### src/rtl/thora_pkg.sv
// Shared types and constants for the hour-set stage of the timer.
package thora_pkg;

    typedef enum logic [1:0] {
        IDLE   = 2'd0,
        HOLD   = 2'd1,
        REPEAT = 2'd2
    } state_t;

    typedef enum logic {
        UP = 1'b0,
        DN = 1'b1
    } dir_t;

    localparam logic [3:0] HOUR_MAX_DEC = 4'h2;
    localparam logic [3:0] HOUR_MAX_UNI = 4'h3;

endpackage

### src/rtl/bcd_hour_step.sv
// Combinational one-hour step on a two-digit BCD hour, wrapping 23 <-> 00.
module bcd_hour_step
    import thora_pkg::*;
(
    input  logic [3:0] i_dec,
    input  logic [3:0] i_uni,
    input  dir_t       i_dir,
    output logic [3:0] o_dec,
    output logic [3:0] o_uni
);

    always_comb begin
        o_dec = i_dec;
        o_uni = i_uni;
        if (i_dir == UP) begin
            if (i_dec == HOUR_MAX_DEC && i_uni == HOUR_MAX_UNI) begin
                o_dec = 4'd0;
                o_uni = 4'd0;
            end else if (i_uni == 4'd9) begin
                o_dec = i_dec + 4'd1;
                o_uni = 4'd0;
            end else begin
                o_uni = i_uni + 4'd1;
            end
        end else begin
            if (i_dec == 4'd0 && i_uni == 4'd0) begin
                o_dec = HOUR_MAX_DEC;
                o_uni = HOUR_MAX_UNI;
            end else if (i_uni == 4'd0) begin
                o_dec = i_dec - 4'd1;
                o_uni = 4'd9;
            end else begin
                o_uni = i_uni - 4'd1;
            end
        end
    end

endmodule

### src/rtl/thora_hour_setter.sv
// Hour-set stage: steps a BCD hour 00..23 from debounced buttons with hold-to-repeat.
module thora_hour_setter
    import thora_pkg::*;
#(
    parameter int HOLD_TICKS = 500,
    parameter int RPT_TICKS  = 100,
    parameter int CNT_W      = 10
) (
    input  logic       clk,
    input  logic       reset,
    input  logic       en,
    input  logic       tick,
    input  logic       btn_up,
    input  logic       btn_dn,
    input  logic       clear,
    output logic [3:0] code_dec,
    output logic [3:0] code_uni,
    output logic       changed,
    output state_t     o_dbg_state
);

    localparam logic [CNT_W-1:0] HOLD_LAST = CNT_W'(HOLD_TICKS - 1);
    localparam logic [CNT_W-1:0] RPT_LAST  = CNT_W'(RPT_TICKS - 1);

    state_t           r_state;
    dir_t             r_dir;
    logic [CNT_W-1:0] r_cnt;
    logic [3:0]       r_dec;
    logic [3:0]       r_uni;
    logic             r_changed;
    logic             r_btn_up_q;
    logic             r_btn_dn_q;
    logic             r_armed;

    state_t           w_state_nxt;
    dir_t             w_dir_nxt;
    logic [CNT_W-1:0] w_cnt_nxt;
    logic             w_step;
    logic             w_up_rise;
    logic             w_dn_rise;
    logic             w_dir_btn;
    logic             w_other_btn;
    logic [CNT_W-1:0] w_last;
    logic [3:0]       w_dec_nxt;
    logic [3:0]       w_uni_nxt;

    // A button held through reset must be released (both low) before any edge counts.
    assign w_up_rise   = btn_up & ~r_btn_up_q & r_armed;
    assign w_dn_rise   = btn_dn & ~r_btn_dn_q & r_armed;
    assign w_dir_btn   = (r_dir == UP) ? btn_up : btn_dn;
    assign w_other_btn = (r_dir == UP) ? btn_dn : btn_up;
    assign w_last      = (r_state == HOLD) ? HOLD_LAST : RPT_LAST;

    always_comb begin
        w_state_nxt = r_state;
        w_dir_nxt   = r_dir;
        w_cnt_nxt   = r_cnt;
        w_step      = 1'b0;
        if (clear || !en) begin
            w_state_nxt = IDLE;
            w_cnt_nxt   = '0;
        end else begin
            case (r_state)
                IDLE: begin
                    if (w_up_rise ^ w_dn_rise) begin
                        w_step      = 1'b1;
                        w_dir_nxt   = w_up_rise ? UP : DN;
                        w_cnt_nxt   = '0;
                        w_state_nxt = HOLD;
                    end
                end
                HOLD, REPEAT: begin
                    if (!w_dir_btn || w_other_btn) begin
                        w_state_nxt = IDLE;
                        w_cnt_nxt   = '0;
                    end else if (tick) begin
                        if (r_cnt == w_last) begin
                            w_step      = 1'b1;
                            w_cnt_nxt   = '0;
                            w_state_nxt = REPEAT;
                        end else begin
                            w_cnt_nxt = r_cnt + 1'b1;
                        end
                    end
                end
                default: begin
                    w_state_nxt = IDLE;
                    w_cnt_nxt   = '0;
                end
            endcase
        end
    end

    bcd_hour_step u_step (
        .i_dec (r_dec),
        .i_uni (r_uni),
        .i_dir (w_dir_nxt),
        .o_dec (w_dec_nxt),
        .o_uni (w_uni_nxt)
    );

    always_ff @(posedge clk) begin
        if (reset) begin
            r_state    <= IDLE;
            r_dir      <= UP;
            r_cnt      <= '0;
            r_dec      <= 4'd0;
            r_uni      <= 4'd0;
            r_changed  <= 1'b0;
            r_btn_up_q <= 1'b0;
            r_btn_dn_q <= 1'b0;
            r_armed    <= 1'b0;
        end else begin
            r_btn_up_q <= btn_up;
            r_btn_dn_q <= btn_dn;
            r_armed    <= r_armed | (~btn_up & ~btn_dn);
            r_state    <= w_state_nxt;
            r_dir      <= w_dir_nxt;
            r_cnt      <= w_cnt_nxt;
            if (clear) begin
                r_dec     <= 4'd0;
                r_uni     <= 4'd0;
                r_changed <= (r_dec != 4'd0) || (r_uni != 4'd0);
            end else if (w_step) begin
                r_dec     <= w_dec_nxt;
                r_uni     <= w_uni_nxt;
                r_changed <= 1'b1;
            end else begin
                r_changed <= 1'b0;
            end
        end
    end

    assign code_dec    = r_dec;
    assign code_uni    = r_uni;
    assign changed     = r_changed;
    assign o_dbg_state = r_state;

endmodule

### config.mk
export PLATFORM = sky130hd
export DESIGN_NAME = thora_hour_setter
export DESIGN_NICKNAME = d
export VERILOG_FILES = /design/src/rtl/thora_pkg.sv /design/src/rtl/bcd_hour_step.sv /design/src/rtl/thora_hour_setter.sv
export SDC_FILE = /design/constraint.sdc
export NUM_CORES = 1
export LEC_CHECK = 0
export ABC_AREA = 0
export BUFFER_PORTS_ARGS = -buffer_cell sky130_fd_sc_hd__buf_4
export CORE_ASPECT_RATIO = 1.4
export CORE_UTILIZATION = 55
export DETAILED_ROUTE_END_ITERATION = 10
export PLACE_DENSITY_LB_ADDON = 0.3
export SETUP_SLACK_MARGIN = 0.05
export SYNTH_ARGS = -nofsm -noshare
export SYNTH_HDL_FRONTEND = slang
export SYNTH_SLANG_ARGS = --single-unit
### constraint.sdc
create_clock -name clk -period 3.71 [get_ports clk]
set_clock_uncertainty 0.1 [all_clocks]
set_input_delay 0.1855 -clock clk [delete_from_list [all_inputs] [get_ports clk]]
set_output_delay 0.1855 -clock clk [all_outputs]
set_load 0.005 [all_outputs]
==> reports/qor.yml <==
critical_path:
  rrSetupSlack_ns: 1.24
  endpoint_kind: "flip-flop"
  setup.worst_path.start_class: "flip-flop"
  r2r_start: "o_dbg_state[0]"
  r2r_cells: 8
  crit_fanout: 10
  setup.worst_path.start: "o_dbg_state[0]"
  critPathKind: "reg2reg"
  worstSetupEndpoint: "code_uni[0]"
  reg2reg_to: "code_uni[0]"
  cp.arrival_ns: 2.62
  cp.required_ns: 3.86
placed_design:
  place_congestion: 0.854
  dpl.hpwl_um: 2790
  portBuffers: 17
finish:
  n_antenna_cell: 0
  nNetsFinal: 234
  fill_cells: 252
  drive_above_1_share: 0.136
  area_growth_pct: 11.6
global_routing:
  grt_pass1_vias: 1429
  grt_max_degree: 15
  grt_pass1_wl_um: 5870
  grt_overflow: 0
  track_usage: 0.251
  antenna_found_initial: 0
cts:
  cts_tree: "done"
  clkTransAtPathRegs_ns: 0.13
  cts_inserted_buffers: 3
  clk_latency_ns: 0.31
  clock-root-buffer: "clkbuf_4"
  htreeDepth: 1
  cts_resized: 0
  numClockSinks: 25
  cts.path.max_buffers: 2
timing:
  finalSetupTns_ns: 0
  slew_violations: 0
  max_freq_ghz: 0.405
  rsz0062_at_grt: "no"
  slew_headroom: 0.586
  hold_viol_final: 0
  finalSetupViolCount: 0
  finalCritPeriodShare: 0.666
  tightest_slew_ns: 0.620
  layout_min_cycle_time_ns: 2.47
die:
  num_io_pins: 18
  initial_core_util: 0.593
  dieArea_um2: 3100
  die_h_um: 65.5
  rows: 22
  coreArea_um2: 2670
  chipWidth_um: 47.4
yosys:
  synth_most_common_cell: "nor2_1"
  yosys-top-cells-count: "27 x nor2_1, 25 x dfxtp_1, 16 x nand2_1"
  syn_avg_cell_area_um2: 8.08
  syn_inst: 196
  yosysUniqueCellTypes: 40
  synth_edf_count: 0
  async_flop_share: 0
  netlist.area_leader.share: 0.316
  synth_area_leaders: "dfxtp_1 32%, ha_1 10%, nor2_1 6.4%"
  yosysTopAreaCell: "dfxtp_1"
  synth_seq_area_share: 0.316
  yosysWarnings: 0
  synthesis.nets: 216
  syn_area_um2: 1580
  synthFlopType: "dfxtp_1"
  synth_seq_cells: 25
power:
  p_leak_nw: 0.662
  peakVddDrop_v: 0.000177
  powerDensity_nw_per_um2: 244
  p_total_w: 0.000432
drt:
  first_iter_violations: 44
  num_vias: 1458
  via_per_inst: 5.86
  drcViolationCount: 0
  routed_wl_um: 3570
  firstDrtPassIters: 4
  wire_per_inst_um: 14.3
  ant_nets: 0
outcome:
  status: "finished, final reports clean"
job:
  cap_violations: 0
min_path:
  worstHoldPathType: "in2reg"
## critical path: stages, from the launching register on
cell and delay, ns:
dfxtp_1 0.42, inv_1 0.09, ha_1 0.29, and4b_1 0.18
a31oi_1 0.07, or4_1 0.55, and2_4 0.22, or3_1 0.35
a21oi_1 0.14
## state kept, by name, indices dropped and copies added, names as in the netlist
name	cells
r_cnt	10
code_dec	4
code_uni	4
o_dbg_state	2
changed	1
r_armed	1
r_btn_dn_q	1
r_btn_up_q	1
r_dir	1
## final cells by class
| cell class | count | area [µm²] | area share |
|---|---|---|---|
| clock inverter | 1 | 5.00 | 0.00283 |
| timing repair buffer | 18 | 138 | 0.0778 |
| sequential | 25 | 500 | 0.283 |
| multi-input combinational | 155 | 1020 | 0.575 |
| clock buffer | 3 | 22.5 | 0.0127 |
| tap | 36 | 45.0 | 0.0255 |
| inverter | 11 | 41.3 | 0.0234 |
## kinds of logic (layout without fill, tap and decap cells)
family / Yosys count / after routing / share of synthesized area
multiplexers: 7 / 7 / 0.0458
AO/OA/AOI/OAI: 36 / 36 / 0.150
adder cells (fa/ha/maj): 13 / 13 / 0.103
flip-flops: 25 / 25 / 0.316
XOR/XNOR: 10 / 10 / 0.0553
AND/OR/NAND/NOR: 89 / 89 / 0.288
buffers and inverters: 16 / 33 / 0.0427
## through the flow
step / hold slack (ns) / utilization / cells / cell area (µm²) / setup slack (ns)
after detailed placement: 0.304 / 0.648 / 244 / 1730 / 1.28
final: 0.0381 / 0.662 / 249 / 1770 / 1.24
after floorplan: 0.152 / - / 196 / 1580 / 1.30
after global placement: 0.302 / 0.648 / 244 / 1730 / 1.35
after global routing: 0.0352 / 0.662 / 249 / 1770 / 0.953
after CTS: 0.0132 / 0.662 / 249 / 1770 / 1.23
## power breakdown
group | internal [W] | total, W | switching (W)
Combinational | 0.0000161 | 0.0000380 | 0.0000219
Sequential | 0.000271 | 0.000274 | 0.00000227
Clock | 0.0000403 | 0.000120 | 0.0000798
Total | 0.000328 | 0.000432 | 0.000104
## timing repair
| item | in CTS | in global routing |
|---|---|---|
| endpoints found under the hold margin | 5 | 0 |
| hold buffers | 1 | 0 |
| buffers inserted | 0 | 0 |
## how the worst min path moves through the flow
stage	start	to	slack (ns)	depth (start not counted)
after global routing	btn_dn	r_btn_dn_q	0.04	2
after floorplan	reset	r_btn_up_q	0.15	1
after global placement	reset	r_btn_up_q	0.30	2
after detailed placement	reset	r_dir	0.30	2
final	btn_dn	r_btn_dn_q	0.04	2
after CTS	btn_dn	r_btn_dn_q	0.01	2
## layout by cell type (no fill, tap or decap), types with 3 or more instances in the layout
| master | synthesis | routed |
|---|---|---|
| or3_1 | 3 | 3 |
| nand2b_1 | 3 | 3 |
| nor2b_1 | 3 | 3 |
| nor3_1 | 8 | 8 |
| a41oi_1 | 3 | 3 |
| dfxtp_1 | 25 | 25 |
| nand4_1 | 5 | 5 |
| inv_1 | 11 | 11 |
| nor4_1 | 3 | 3 |
| o21ai_0 | 8 | 8 |
| nor3b_1 | 3 | 3 |
| nand2_1 | 16 | 16 |
| clkbuf_4 | 0 | 3 |
| nor2_1 | 27 | 27 |
| or2_2 | 3 | 3 |
| nand3_1 | 7 | 7 |
| ha_1 | 13 | 13 |
| buf_4 | 0 | 17 |
| xnor2_1 | 10 | 10 |
| a21oi_1 | 13 | 13 |
| mux2i_1 | 5 | 5 |
## metal layers
metal,global-route usage,vias up,part of all wire
met5,0,-,0
met2,0.495,25,0.58
met4,0.0714,0,0.0070
met3,0.0330,4,0.018
li1,-,728,-
met1,0.247,701,0.40
Note: power is estimated with default switching activity, not from simulation.
